===== src/rtl/arcade_led_driver_pkg.sv =====
// Purpose: shared command/state encodings and heartbeat constants for the arcade LED driver.
// Latency: n/a (types and constants only).
// Backpressure: n/a.
package led_pkg;

    // Encoding of the cmd_mode port.
    typedef enum logic [1:0] {
        MODE_OFF       = 2'd0,
        MODE_SOLID     = 2'd1,
        MODE_BLINK     = 2'd2,
        MODE_HEARTBEAT = 2'd3
    } led_mode_t;

    typedef enum logic [2:0] {
        ST_OFF       = 3'd0,
        ST_SOLID     = 3'd1,
        ST_BLINK_INF = 3'd2,
        ST_BLINK_N   = 3'd3,
        ST_HEARTBEAT = 3'd4
    } led_state_t;

    // Heartbeat: lit for the first phase of every four-phase period.
    localparam int HEARTBEAT_ON_PHASES = 1;
    localparam int HEARTBEAT_PERIOD    = 4;

endpackage


===== src/rtl/arcade_led_driver_phase_timer.sv =====
// Purpose: pattern-phase prescaler; phase_tick marks the last cycle of each phase.
// Latency: phase_tick decodes the counter register; restart clears it on the next edge.
// Backpressure: none; free-running unless restarted.
//
// Ports: clock, reset (async, active-high), restart (zero the count),
//        phase_tick (high while the count sits at TICKS_PER_PHASE-1).
module phase_timer #(
    parameter int TICKS_PER_PHASE = 12_500_000
) (
    input  logic clock,
    input  logic reset,
    input  logic restart,
    output logic phase_tick
);

    localparam int                CNT_W = $clog2(TICKS_PER_PHASE);
    localparam logic [CNT_W-1:0]  LAST  = CNT_W'(TICKS_PER_PHASE - 1);

    logic [CNT_W-1:0] cnt_q;

    assign phase_tick = (cnt_q == LAST);

    always_ff @(posedge clock or posedge reset) begin
        if (reset) begin
            cnt_q <= '0;
        end else if (restart || phase_tick) begin
            cnt_q <= '0;
        end else begin
            cnt_q <= cnt_q + 1'b1;
        end
    end

endmodule


===== src/rtl/arcade_led_driver.sv =====
// Purpose: drives the arcade button LED pin with OFF/SOLID/BLINK/HEARTBEAT patterns from game-logic commands.
// Latency: pin reflects an accepted command from the cycle after the accept edge (pin is a flop).
// Backpressure: cmd_ready drops only while a finite BLINK sequence runs; all other patterns are preemptable.
//
// Ports: clock, reset (async, active-high); cmd_valid/cmd_ready handshake with cmd_mode,
//        cmd_count (BLINK pairs, 0 = forever) and pwm_duty; busy/done status; ARCADE_LED pin.
// Build option: define ARCADE_LED_PWM_EN to gate the lit level with a PWM_BITS-wide duty cycle.
module arcade_led_driver
    import led_pkg::*;
#(
    parameter int TICKS_PER_PHASE = 12_500_000,
    parameter int LED_ACTIVE_LOW  = 0,
    parameter int PWM_BITS        = 4
) (
    input  logic                clock,
    input  logic                reset,
    input  logic                cmd_valid,
    output logic                cmd_ready,
    input  logic [1:0]          cmd_mode,
    input  logic [3:0]          cmd_count,
    input  logic [PWM_BITS-1:0] pwm_duty,
    output logic                busy,
    output logic                done,
    output logic                ARCADE_LED
);

    localparam logic LED_IDLE = (LED_ACTIVE_LOW != 0);

    led_state_t state_q, state_n;
    logic [1:0] idx_q, idx_n;       // phase index within the pattern
    logic [3:0] pair_q, pair_n;     // completed OFF phases in BLINK_N
    logic [3:0] count_q, count_n;   // captured pair target
    logic       done_q, done_n;
    logic       led_q;
    logic       lit_n, gated_n;
    logic       accept, phase_tick;

    assign cmd_ready  = (state_q != ST_BLINK_N);
    assign busy       = (state_q == ST_BLINK_N);
    assign done       = done_q;
    assign ARCADE_LED = led_q;
    assign accept     = cmd_valid && cmd_ready;

    phase_timer #(
        .TICKS_PER_PHASE (TICKS_PER_PHASE)
    ) u_phase_timer (
        .clock      (clock),
        .reset      (reset),
        .restart    (accept),
        .phase_tick (phase_tick)
    );

    // Accept always wins over the phase tick: a new command restarts the pattern.
    always_comb begin
        state_n = state_q;
        idx_n   = idx_q;
        pair_n  = pair_q;
        count_n = count_q;
        done_n  = 1'b0;
        if (accept) begin
            idx_n   = '0;
            pair_n  = '0;
            count_n = cmd_count;
            case (led_mode_t'(cmd_mode))
                MODE_SOLID:     state_n = ST_SOLID;
                MODE_BLINK:     state_n = (cmd_count == 4'd0) ? ST_BLINK_INF : ST_BLINK_N;
                MODE_HEARTBEAT: state_n = ST_HEARTBEAT;
                default:        state_n = ST_OFF;
            endcase
        end else if (phase_tick) begin
            case (state_q)
                ST_BLINK_INF, ST_HEARTBEAT: begin
                    idx_n = idx_q + 1'b1;
                end
                ST_BLINK_N: begin
                    idx_n = idx_q + 1'b1;
                    // Odd index is an OFF phase; its end closes one on/off pair.
                    if (idx_q[0]) begin
                        if (pair_q == count_q - 4'd1) begin
                            done_n  = 1'b1;
                            state_n = ST_OFF;
                            idx_n   = '0;
                            pair_n  = '0;
                        end else begin
                            pair_n = pair_q + 4'd1;
                        end
                    end
                end
                default: ;
            endcase
        end
    end

    // Lit level is decoded from next-state so the registered pin lines up with the accept edge.
    always_comb begin
        lit_n = 1'b0;
        case (state_n)
            ST_SOLID:                 lit_n = 1'b1;
            ST_BLINK_INF, ST_BLINK_N: lit_n = !idx_n[0];
            ST_HEARTBEAT:             lit_n = (idx_n < 2'(HEARTBEAT_ON_PHASES));
            default:                  lit_n = 1'b0;
        endcase
    end

`ifdef ARCADE_LED_PWM_EN
    logic [PWM_BITS-1:0] pwm_cnt_q, duty_q, duty_n;

    assign duty_n  = accept ? pwm_duty : duty_q;
    assign gated_n = lit_n && (pwm_cnt_q < duty_n);

    always_ff @(posedge clock or posedge reset) begin
        if (reset) begin
            pwm_cnt_q <= '0;
            duty_q    <= '0;
        end else begin
            pwm_cnt_q <= pwm_cnt_q + 1'b1;
            duty_q    <= duty_n;
        end
    end
`else
    logic unused_pwm_duty;
    assign unused_pwm_duty = ^pwm_duty;
    assign gated_n         = lit_n;
`endif

    always_ff @(posedge clock or posedge reset) begin
        if (reset) begin
            state_q <= ST_OFF;
            idx_q   <= '0;
            pair_q  <= '0;
            count_q <= '0;
            done_q  <= 1'b0;
            led_q   <= LED_IDLE;
        end else begin
            state_q <= state_n;
            idx_q   <= idx_n;
            pair_q  <= pair_n;
            count_q <= count_n;
            done_q  <= done_n;
            led_q   <= gated_n ^ LED_IDLE;
        end
    end

endmodule


===== config.mk =====
export PLATFORM = sky130hd
export DESIGN_NAME = arcade_led_driver
export DESIGN_NICKNAME = d
export VERILOG_FILES = /design/src/rtl/arcade_led_driver_pkg.sv /design/src/rtl/arcade_led_driver_phase_timer.sv /design/src/rtl/arcade_led_driver.sv
export SDC_FILE = /design/constraint.sdc
export NUM_CORES = 1
export LEC_CHECK = 0
export BUFFER_PORTS_ARGS = -buffer_cell sky130_fd_sc_hd__buf_2
export CAP_MARGIN = 20
export CORE_AREA = 2 2 62 64
export CTS_CLUSTER_DIAMETER = 80
export DETAILED_ROUTE_END_ITERATION = 7
export DIE_AREA = 0 0 64 66
export PLACE_DENSITY = 0.87
export SLEW_MARGIN = 10
export SYNTH_ARGS = -nofsm -noshare
export SYNTH_HDL_FRONTEND = slang
export SYNTH_HIERARCHICAL = 1
export SYNTH_SLANG_ARGS = --single-unit

===== constraint.sdc =====
create_clock -name clock -period 6.07 [get_ports clock]
set_clock_uncertainty 0.2 [all_clocks]
set_input_delay 1.214 -clock clock [delete_from_list [all_inputs] [get_ports clock]]
set_output_delay 1.214 -clock clock [all_outputs]
set_load 0.005 [all_outputs]

Word level (Yosys, flattened, before mapping)
Cells that the tools add are included. Widths: inputs -> output; s select.

Register bits: 39. Latch bits: 0. Memory bits (writable): 0. Memory bits (read-only): 0. Input bits: 13. Logic and storage cells: 59. Memories: 0.

$add $sub $neg: 4. Multipliers: 0. Div/mod/pow operators: 0. Magnitude comparators: 1. Equal/unequal tests: 13. Shifts and indexed selects: 0. Mux-type cells: 24. Bitwise operators: 0. Reductions and logical operators: 10.

Operators by type and width (count): $add 24x1->24 const B (1); $eq 24x24->1 const B (1); $mux 24 (1); $mux 4 (5); $mux 3 (5); $eq 3x2->1 const B (4); $pmux 3 s3 (1); $mux 2 (4); $eq 3x3->1 const B (2); $mux 1 (6); $reduce_bool 2->1 (3); $add 4x1->4 const B (1); $eq 2x2->1 const B (2); $eq 4x4->1 (1); $logic_not 4->1 (1); $pmux 2 s2 (1); $reduce_or 2->1 (2); $sub 4x1->4 const B (1); $eq 3x1->1 const B (1); $ne 3x2->1 const B (1); $pmux 1 s3 (1); $reduce_and 3->1 (1); $add 2x1->2 const B (1); $eq 2x1->1 const B (1); 4 further kinds (4).

Depth between registers and ports, before layout
Gate-level depths: netlist of run 1.

Depth after elaboration: 10. Gate-level depth with buffers: 10. Gate-level depth less buffers: 10.

Hierarchy
Netlist of run 1, hierarchy kept.

By module, submodules not included: phase_timer (instances 1, cells an instance 132, area each 1293.7 um^2, sequential area each 600.6 um^2); arcade_led_driver (instances 1, cells an instance 98, area each 918.4 um^2, sequential area each 375.4 um^2).

Least setup slack after synthesis of run 1
No wires, ideal clock.

Kind: input to register. From: input port cmd_valid. To: register u_phase_timer.cnt_q[10]. Data arrival time: 2.364 ns. Setup slack: 3.374 ns. Cell stages on the path: 6. Path buffers: 2. Cell sequence: nand2_1 inv_1 buf_1 o21bai_1 clkbuf_1 nor2_1.

Longest elaborated chain between the ends: 3.

Ends and longest elaborated chain: start: declaration (line arcade_led_driver.sv:17) `input logic cmd_valid,`; $logic_and 1x1->1 (line arcade_led_driver.sv:42) `assign accept = cmd_valid && cmd_ready;`; net accept (line arcade_led_driver.sv:36) `logic accept, phase_tick;`; $logic_or 1x1->1 (line arcade_led_driver_phase_timer.sv:26) `end else if (restart || phase_tick) begin`; $mux 24 (line arcade_led_driver_phase_timer.sv:26); end signal: assignment (line arcade_led_driver_phase_timer.sv:29) `cnt_q <= cnt_q + 1'b1;`; end: declaration (line arcade_led_driver_phase_timer.sv:19) `logic [CNT_W-1:0] cnt_q;`.

The timed path passes the listed nets, and every way through them passes these cells. A chain may end at the register's enable or synchronous reset.

Worst setup path in the final report of run 1
From: register state_q[2]. To: output port busy.

Longest elaborated chain between the ends: 1.

Ends and longest elaborated chain: start: declaration (line arcade_led_driver.sv:29) `led_state_t state_q, state_n;`; start signal: assignment (line arcade_led_driver.sv:135) `state_q <= state_n;`; $eq 3x2->1 (line arcade_led_driver.sv:39) `assign busy = (state_q == ST_BLINK_N);`; end: declaration (line arcade_led_driver.sv:22) `output logic busy,`.

No other way between the ends.

==> results.toml, run 1 <==
[finish]
num_antenna_cells = 0
flow.area_growth_from_synthesis_pct = 6.56
most_common_cell_after_layout_fill_and_taps_aside = "dfrtp_1"
layout.area.seq_sq_um = 976
drive_above_1_share_pct = 16.4
multiInputGateArea_sq_um = 1130
utilization_pct = 66.4
number_of_inserted_filler_cells_in_the_final_layout = 262
commonest_cells_after_routing_fill_and_taps_aside = "39 x dfrtp_1, 24 x nor2_1, 21 x nand2_1, 14 x inv_1, 12 x buf_2"
nNetsFinal = 259

[logic_synthesis]
ys_types = 53
synth-seq-cells = 39
yosys.area.top_type = "dfrtp_1"
syn_avg_cell_area_sq_um = 9.62
synthesized_area_sq_um = 2210
synth-seq-area-share_pct = 44.1
synthesis.nets = 246
synth_top_area_share_pct = 44.1
synth-edff-count = 0
netlist_top_cells_area = "dfrtp_1 44%, nor2_1 4.1%, xnor2_1 4.0%, nand2_1 3.6%, o31ai_1 2.7%"
postSynth.topFlopCell = "dfrtp_1"
synthesis.instances = 230
ys.warnings.count = 6
postSynth.asyncResetShare_pct = 100

[setup_path]
cpPeakStageDelay_ns = 0.43
worstPathRequired_ns = 4.66
cp_data_arrival_time_ns = 1.30
timing_worst_setup_path_type = "reg2out"
crit_path_top_delay_cell = "dfrtp_1"
crit_start = "state_q[2]"
worstPathBufferInverterCount = 2
worstSetupEndpointType = "primary output"
critPathLaunchType = "flip-flop"
reg2reg_from = "u_phase_timer/cnt_q[0]"
crit_fanout = 6
cp_cell_sequence = "nand3b_1, inv_1, buf_2"
critical-path-top-delay-family = "flip-flops"

[detailed_routing]
m1WireLength_microns = 1940
routed_wl_microns = 4010
routed_wire_length_per_instance_microns = 13.7
remaining_drc_errors = 0
met2RoutedLength_microns = 1830
routed.top_layer = "met4"
drtAntennaViolNets = 0
detail_route.first_pass.iterations = 4
met3_wirelength_microns = 125
avgViaCountPerCell = 5.85
drt_first_iter_violations = 80
vias = 1709

[placement]
detailed_place_hpwl_microns = 2800
buffer_ports.inserted = 12
finalWeightedCongestion = 0.806

[clock_tree]
cts_hold_buf = 0
cts.repair.resized = 0
cts-root-to-sink-buffers = 2
numCtsBuffers = 5
htree_num_levels = 2
cts.repair_timing.setup_buffer_count = 0
tritoncts = "yes"
numClockSinks = 39
clk-insertion-delay-late_ns = 0.35
worst_setup_hold_path_clk_slew_ns = 0.11
cts-root-buf = "clkbuf_4"

[timing]
rsz_0062_raised_after_global_routing = "no"
timing_max_transition_violations_final = 0
timing_worst_slew_pin_value_ns = 0.887
hold_violations = 0
fin_setup_tns_ns = 0
max_freq_mhz = 368
post-route-period-util_pct = 44.7
finalSetupViolCount = 0
timing.final.crit_period_ns = 2.72
final.hold.worst_slack_ns = 0.322
max_slew_margin_pct = 40.8

[floorplan]
initial_utilization_pct = 62.3
chipWidth_microns = 64
core_area_sq_um = 3550
io_pins = 17
fp-row-count = 22
design.die.area_sq_um = 4220
die_h_microns = 66

[worst_hold_path]
min_path_type = "reg2reg"
worstHoldStart = "u_phase_timer/cnt_q[0]"

[grt]
grt_start_max_net_pins = 25
gr-usage-all-layers_pct = 22.2
grt_pass1_vias = 1579
grt_first_pass_wirelength_microns = 7120
antenna_violations_before_repair = 0
globalRouteOverflowTotal = 0

[power]
ir_worst_vdd_mv = 0.175
power.density_nw_per_um2 = 209
leakage_uw = 0.000975

[run]
cap_violations = 0

[status]
status = "complete, no violations"
[worst paths after layout]
path                            slack, ns                      to  cells past startpoint
worst max-delay path                 3.35                    busy                      3
worst min-delay path                 0.32  u_phase_timer/cnt_q[0]                      1
worst max register to register       3.37              ARCADE_LED                     10
worst min register to register       0.32  u_phase_timer/cnt_q[0]                      1
max in group asynchronous            4.27  u_phase_timer/cnt_q[2]                      2
min in group asynchronous            0.72              count_q[0]                      2
[kinds of logic after synthesis]
logic type               share of synthesized area, %
flip-flops                                       44.1
AO/OA/AOI/OAI                                    13.6
buffers and inverters                            4.69
AND/OR/NAND/NOR                                  27.4
XOR/XNOR                                         8.54
adder cells (fa/ha/maj)                          1.70
[cells in the mapped netlist (all sizes together), types with 2 or more instances]
library cell,count
dfrtp,39
nor2,24
nand2,21
inv,14
nand3,13
a21oi,12
xnor2,12
o21ai,10
o31ai,9
or4,8
nand4,7
xor2,7
buf,6
nor4,6
or3,4
and4,3
ha,3
nand2b,3
nor4b,3
a31oi,2
and2,2
nand4b,2
nor2b,2
o22a,2
[registers in the layout, indices dropped and copies added (netlist names)]
name / count
done: 1
count_q: 4
pair_q: 4
idx_q: 2
state_q: 3
ARCADE_LED: 1
u_phase_timer/cnt_q: 24
[power by group]
group	internal (uW)	switching (uW)	total, uW
Combinational	24.7	37.0	61.6
Sequential	269	10.2	279
Clock	68.2	82.8	151
Total	362	130	492
[metrics by stage]
| stage | total power, uW | instance area [sq um] | setup slack, ns | std cells |
|---|---|---|---|---|
| 5_1_grt | 516 | 2360 | 3.11 | 292 |
| 6_report | 492 | 2360 | 3.35 | 292 |
| 3_5_place_dp | 346 | 2290 | 3.22 | 284 |
| 3_3_place_gp | 344 | 2290 | 3.24 | 284 |
| 2_1_floorplan | 331 | 2210 | 3.37 | 230 |
| 4_1_cts | 497 | 2360 | 3.34 | 292 |
[metal layers]
layer	up-vias	GRT usage (%)
met4	0	13.0
met5	-	0
met2	32	34.1
met3	12	4.09
met1	809	29.6
li1	856	-
[layout make-up]
type / count / area share [%]
inverter: 14 / 2.23
tap: 48 / 2.55
sequential: 39 / 41.4
clock buffer: 8 / 2.92
timing repair buffer: 13 / 2.87
multi-input combinational: 170 / 48.0
[worst reg2reg max path, cell delays in order (launching register included)]
cell	delay [ns]
dfrtp_1	0.42
ha_1	0.26
and4_2	0.28
nand2_1	0.08
nor2_1	0.25
nand2_1	0.15
and4b_1	0.30
o31ai_2	0.12
a31oi_2	0.26
o21ai_1	0.10
o22a_1	0.18
No activity file was read; power rests on OpenSTA's default activity.
==> inputs of run 2 (changes only) <==
ABC_AREA = 1   (was unset)
CORE_AREA = 2 2 71 73   (was 2 2 62 64)
DIE_AREA = 0 0 73 75   (was 0 0 64 66)
PLACE_DENSITY = 0.78   (was 0.87)
clock period = 2.2 ns   (was 6.07 ns; I/O delays follow)
==> run 2 against run 1 <==
  * Hold slack lost 0.18 ns
  * Clock power increased to 4.7 times the previous value
  * First-iteration DRC count grew 73%
  * Via count increased by 25%
  * Critical path depth is 11 higher
  * Global-route usage shrank 1.9 points
  * Sequential share of layout area is 6.4 points lower
  * Critical endpoint is now ARCADE_LED
==> results.toml, run 2 <==
[status]
status = "complete, no violations"

[logic_synthesis]
synth_common_cells = "94 x nand2_1, 64 x nor2_1, 41 x inv_1, 39 x dfrtp_1, 28 x nand3_1"
syn_avg_cell_area_sq_um = 7.17
synthesis.nets = 357
synth-edff-count = 0
synthesized_area_sq_um = 2450
yosys.area.top_type = "dfrtp_1"
ys_types = 28
ys.warnings.count = 6
synth_top_area_share_pct = 39.9
postSynth.asyncResetShare_pct = 100
synthesis.instances = 341
yosysMostFrequentCell = "nand2_1"
synth-seq-area-share_pct = 39.9
synth-seq-cells = 39
netlist_top_cells_area = "dfrtp_1 40%, nand2_1 14%, nor2_1 9.8%, inv_1 6.3%, nand3_1 5.7%"
postSynth.topFlopCell = "dfrtp_1"

[clock_tree]
tritoncts = "yes"
numClockSinks = 39
htree_num_levels = 2
numCtsBuffers = 5
worst_setup_hold_path_clk_slew_ns = 0.08
cts-root-buf = "clkbuf_8"
cts-root-to-sink-buffers = 2
clk-insertion-delay-late_ns = 0.29

[finish]
flow.area_growth_from_synthesis_pct = 14.1
nNetsFinal = 386
registers.top_by_ff_count = "u_phase_timer/cnt_q"
most_common_cell_after_layout_fill_and_taps_aside = "nand2_1"
commonest_cells_after_routing_fill_and_taps_aside = "93 x nand2_1, 61 x nor2_1, 40 x inv_1, 39 x dfrtp_1, 28 x nand3_1"
largest_reg_flops = 24
largest_registers = "u_phase_timer/cnt_q x24, count_q x4, pair_q x4"
num_antenna_cells = 0
drive_above_1_share_pct = 19.4

[setup_path]
crit_start = "u_phase_timer/cnt_q[1]"
worstSetupEndpointType = "flip-flop"
reg2reg_from = "u_phase_timer/cnt_q[1]"
timing_worst_setup_path_type = "reg2reg"
critPathLaunchType = "flip-flop"
rr_worst_depth = 14
worstPathRequired_ns = 2.22
worst_r2r_endpoint = "ARCADE_LED"
crit_fanout = 4
cp_data_arrival_time_ns = 2.09
worst-r2r-setup-slack_ns = 0.14

[worst_hold_path]
worstHoldStart = "cmd_count[3]"
hold-path-cell-count = 3
min_path_type = "in2reg"
hold_path_end = "count_q[3]"

[power]
power.density_nw_per_um2 = 604
leakage_uw = 0.00136
ir_worst_vdd_mv = 0.396

[timing]
timing_max_transition_violations_final = 0
post-route-period-util_pct = 93.8
timing_worst_slew_pin_value_ns = 0.574
post-route-worst-setup-slack_ns = 0.136
max_freq_mhz = 485
finalSetupViolCount = 0
max_slew_margin_pct = 61.7
hold_violations = 0
timing.final.crit_period_ns = 2.06
fin_setup_tns_ns = 0

[grt]
gr-usage-all-layers_pct = 20.3
antenna_violations_before_repair = 0
grt_start_max_net_pins = 25
grt_pass1_vias = 2011
globalRouteOverflowTotal = 0
grt_first_pass_wirelength_microns = 8570

[floorplan]
chipWidth_microns = 73
design.die.area_sq_um = 5480
core_area_sq_um = 4660
fp-row-count = 25
die_h_microns = 75
io_pins = 17
initial_utilization_pct = 52.5

[run]
cap_violations = 0

[detailed_routing]
routed_wire_length_per_instance_microns = 11.3
detail_route.first_pass.iterations = 5
avgViaCountPerCell = 5.04
remaining_drc_errors = 0
routed_wl_microns = 4800
drtAntennaViolNets = 0
drt_first_iter_violations = 138
vias = 2140

[placement]
detailed_place_hpwl_microns = 3690
finalWeightedCongestion = 0.903
buffer_ports.inserted = 12
detailedPlace.worstSlack_ns = 0.0455
## run 2: routing by layer
layer / routed length, microns / vias up / GRT usage [%]
met2: 2480 / 47 / 36.6
met1: 2020 / 974 / 24.3
met5: 0 / - / 0
li1: - / 1108 / -
met4: 98 / 0 / 7.20
met3: 195 / 11 / 3.61
## run 2: area by class of cell
cell class | instances | area (sq um)
sequential | 39 | 976
clock inverter | 2 | 60.1
fill | 444 | 1870
timing repair buffer | 25 | 160
clock buffer | 6 | 72.6
multi-input combinational | 251 | 1270
inverter | 48 | 180
tap | 54 | 67.6
## run 2: stage by stage
| step | total power, uW | utilization [%] | std cells | area (sq um) | hold WS, ns |
|---|---|---|---|---|---|
| 2_1_floorplan | 936 | - | 341 | 2450 | 0.141 |
| 3_3_place_gp | 979 | 56.4 | 415 | 2630 | 0.272 |
| 3_5_place_dp | 989 | 56.4 | 415 | 2630 | 0.277 |
| 4_1_cts | 1700 | 59.5 | 424 | 2770 | 0.140 |
| 5_1_grt | 1770 | 59.9 | 425 | 2790 | 0.160 |
| 6_report | 1690 | 59.9 | 425 | 2790 | 0.146 |
## run 2: cells by family (layout without fill, tap and decap cells)
kind of cell / count (synthesis) / after routing / share of synthesized area [%]
and+or+nand+nor: 219 / 219 / 41.0
buffers and inverters: 51 / 81 / 8.49
DFF: 39 / 39 / 39.9
AOI/OAI and AO/OA: 15 / 15 / 4.04
xor gates and xnor gates: 14 / 14 / 5.01
adders and majority gates: 3 / 3 / 1.53
## run 2: worst max path at each step
stage,to,slack (ns),cells past startpoint
finish,ARCADE_LED,0.14,14
global route,ARCADE_LED,-0.02,15
CTS,ARCADE_LED,0.02,14
detailed placement,ARCADE_LED,0.05,13
global placement,ARCADE_LED,0.08,13
floorplan,ARCADE_LED,0.12,14
## run 2: timing repair
| action | CTS | global route |
|---|---|---|
| gates resized for setup | 0 | 6 |
| setup buffers | 0 | 1 |
| hold buffers | 1 | 0 |
| endpoints found under the setup margin | 0 | 2 |
| endpoints found under the hold margin | 13 | 0 |
## run 2: critical path: stages (launching register included)
cell	delay [ns]
dfrtp_1	0.37
ha_2	0.18
nand2_1	0.07
nor2_2	0.12
nand2_2	0.08
nand3b_4	0.18
inv_2	0.07
nand2_2	0.06
nor2_4	0.12
nand3_1	0.14
nand2_2	0.11
nand2_2	0.06
nor2_1	0.10
nand3_1	0.07
nand3_1	0.07
## run 2: power breakdown
part           internal, uW  switching, uW  total, uW
sequential              745           22.3        767
clock                   453            252        706
combinational          82.0            132        214
total                  1280            406       1690
==> inputs of run 3 (changes only) <==
CORE_AREA = 2 2 70 72   (was 2 2 71 73)
CTS_BUF_LIST = sky130_fd_sc_hd__clkbuf_4   (was unset)
DIE_AREA = 0 0 72 74   (was 0 0 73 75)
PLACE_DENSITY = 0.8   (was 0.78)
==> run 3 against run 2 <==
  * Sequential share of layout area rose by 0.80 points
  * Flip-flop and latch count did not move
  * Clock-buffer cell count did not move
  * Final area fell by 2.2%
  * Non-clock buffer count rose by 4
  * Largest cell class unchanged
  * Die area fell by 2.7%
  * First-iteration DRC count fell by 35%
  * Final cell count rose by 0.47%
  * Via count fell by 0.65%
  * Global-route usage rose by 0.26 points
  * Critical path type unchanged
  * Sequential power barely moved
==> results.toml, run 3 (synthesis gave the netlist of run 2 again) <==
[floorplan]
die_h_microns = 74
io_pins = 17
fp-row-count = 25
core_area_sq_um = 4600
design.die.area_sq_um = 5330
initial_utilization_pct = 53.2
chipWidth_microns = 72

[timing]
fin_setup_tns_ns = 0
timing_worst_slew_pin_value_ns = 0.562
post-route-period-util_pct = 91.7
max_slew_margin_pct = 62.5
finalSetupViolCount = 0
hold_violations = 0
timing_max_transition_violations_final = 0
max_freq_mhz = 496
timing.final.crit_period_ns = 2.02

[finish]
most_common_cell_after_layout_fill_and_taps_aside = "nand2_1"
commonest_cells_after_routing_fill_and_taps_aside = "93 x nand2_1, 63 x nor2_1, 39 x dfrtp_1, 39 x inv_1, 28 x nand3_1"
num_antenna_cells = 0
drive_above_1_share_pct = 19.8
flow.area_growth_from_synthesis_pct = 11.6
largest_registers = "u_phase_timer/cnt_q x24, count_q x4, pair_q x4"
largest_reg_flops = 24
number_of_inserted_filler_cells_in_the_final_layout = 442
post_route_cell_area_sq_um = 2730
nNetsFinal = 390
registers.top_by_ff_count = "u_phase_timer/cnt_q"

[setup_path]
cp_cell_sequence = "ha_2, nand2_1, nor2_2, nand2_2, nand3b_4, inv_2, nand2_2, nor2_4, nand3_1, nand2_2, nand2_2, nor2_1, nand3_1, nand3_1"
worst-r2r-setup-slack_ns = 0.18
crit_path_top_delay_cell = "dfrtp_1"
crit_fanout = 3
reg2reg_from = "u_phase_timer/cnt_q[1]"
rr_worst_depth = 14
worst_r2r_endpoint = "ARCADE_LED"
critPathLaunchType = "flip-flop"
worstSetupEndpointType = "flip-flop"
cp_data_arrival_time_ns = 2.10
crit_start = "u_phase_timer/cnt_q[1]"
worstPathRequired_ns = 2.29
timing.critical_path.mode_cell = "nand2_2"
endpoint = "ARCADE_LED"
timing_worst_setup_path_type = "reg2reg"
cpPeakStageDelay_ns = 0.38

[power]
finalPower_uw = 1320
power.density_nw_per_um2 = 483
leakage_uw = 0.00134
ir_worst_vdd_mv = 0.348

[run]
cap_violations = 0

[placement]
finalWeightedCongestion = 0.910
placed_cell_area_sq_um = 2640
detailed_place_hpwl_microns = 3690
buffer_ports.inserted = 12

[grt]
globalRouteOverflowTotal = 0
gr-usage-all-layers_pct = 20.6
grt_start_max_net_pins = 25
antenna_violations_before_repair = 0
grt_first_pass_wirelength_microns = 8540
grt_pass1_vias = 2027

[status]
status = "complete, no violations"

[detailed_routing]
remaining_drc_errors = 0
avgViaCountPerCell = 4.98
drt_first_iter_violations = 90
vias = 2126
drtAntennaViolNets = 0
routed_wire_length_per_instance_microns = 11.2
routed_wl_microns = 4780
detail_route.first_pass.iterations = 4

[clock_tree]
cts-root-to-sink-buffers = 2
htree_num_levels = 2
numCtsBuffers = 5
numClockSinks = 39
cts-root-buf = "clkbuf_4"
clk-insertion-delay-late_ns = 0.34
tritoncts = "yes"
worst_setup_hold_path_clk_slew_ns = 0.11

[worst_hold_path]
min_path_type = "in2reg"
[run 3: layout make-up]
cell class / count / area, sq um / share of cell area (%)
tap: 54 / 67.6 / 2.48
multi-input combinational: 251 / 1270 / 46.5
sequential: 39 / 976 / 35.8
inverter: 48 / 180 / 6.60
timing repair buffer: 29 / 190 / 6.97
clock buffer: 6 / 45.0 / 1.65
[run 3: how the worst min path moves through the flow]
| stage | from | to | slack, ns | cells after the start |
|---|---|---|---|---|
| floorplan | reset | ARCADE_LED | 0.14 | 1 |
| finish | cmd_count[3] | count_q[3] | 0.11 | 3 |
| global placement | count_q[1] | count_q[1] | 0.27 | 2 |
| CTS | cmd_count[3] | count_q[3] | 0.09 | 3 |
| detailed placement | count_q[1] | count_q[1] | 0.27 | 2 |
| global route | cmd_count[3] | count_q[3] | 0.11 | 3 |
[run 3: what timing repair did]
action,CTS,global route
endpoints found under the hold margin,39,0
setup endpoints to repair,0,2
hold buffers,1,0
gates resized for setup,0,5
setup buffers,0,4
[run 3: worst max-delay path, delay by kind of cell (launching register included)]
| kind | cells | cell delay, ns |
|---|---|---|
| flops | 1 | 0.38 |
| simple gates | 12 | 1.13 |
| fa+ha+maj | 1 | 0.18 |
| buf+inv | 1 | 0.07 |
[run 3: through the flow]
step | cells | utilization, % | hold slack, ns | setup WS, ns
floorplan | 341 | - | 0.141 | 0.123
global placement | 416 | 57.3 | 0.272 | 0.0891
detailed placement | 416 | 57.3 | 0.274 | 0.0421
CTS | 423 | 58.5 | 0.0912 | 0.0174
global route | 427 | 59.3 | 0.108 | -0.0166
finish | 427 | 59.3 | 0.108 | 0.183
[run 3: report_power, final]
group          total, uW  switching (uW)  internal (uW)  leakage [uW]
Clock                340             214            126     0.0000276
Combinational        211             129           82.0      0.000785
Sequential           767            22.1            745      0.000529
Total               1320             366            953       0.00134
[run 3: routing by layer]
metal | share of wire, % | track usage (%)
met1 | 44 | 24.7
met2 | 49 | 36.1
met3 | 3.9 | 4.20
met4 | 2.8 | 9.01
met5 | 0 | 0
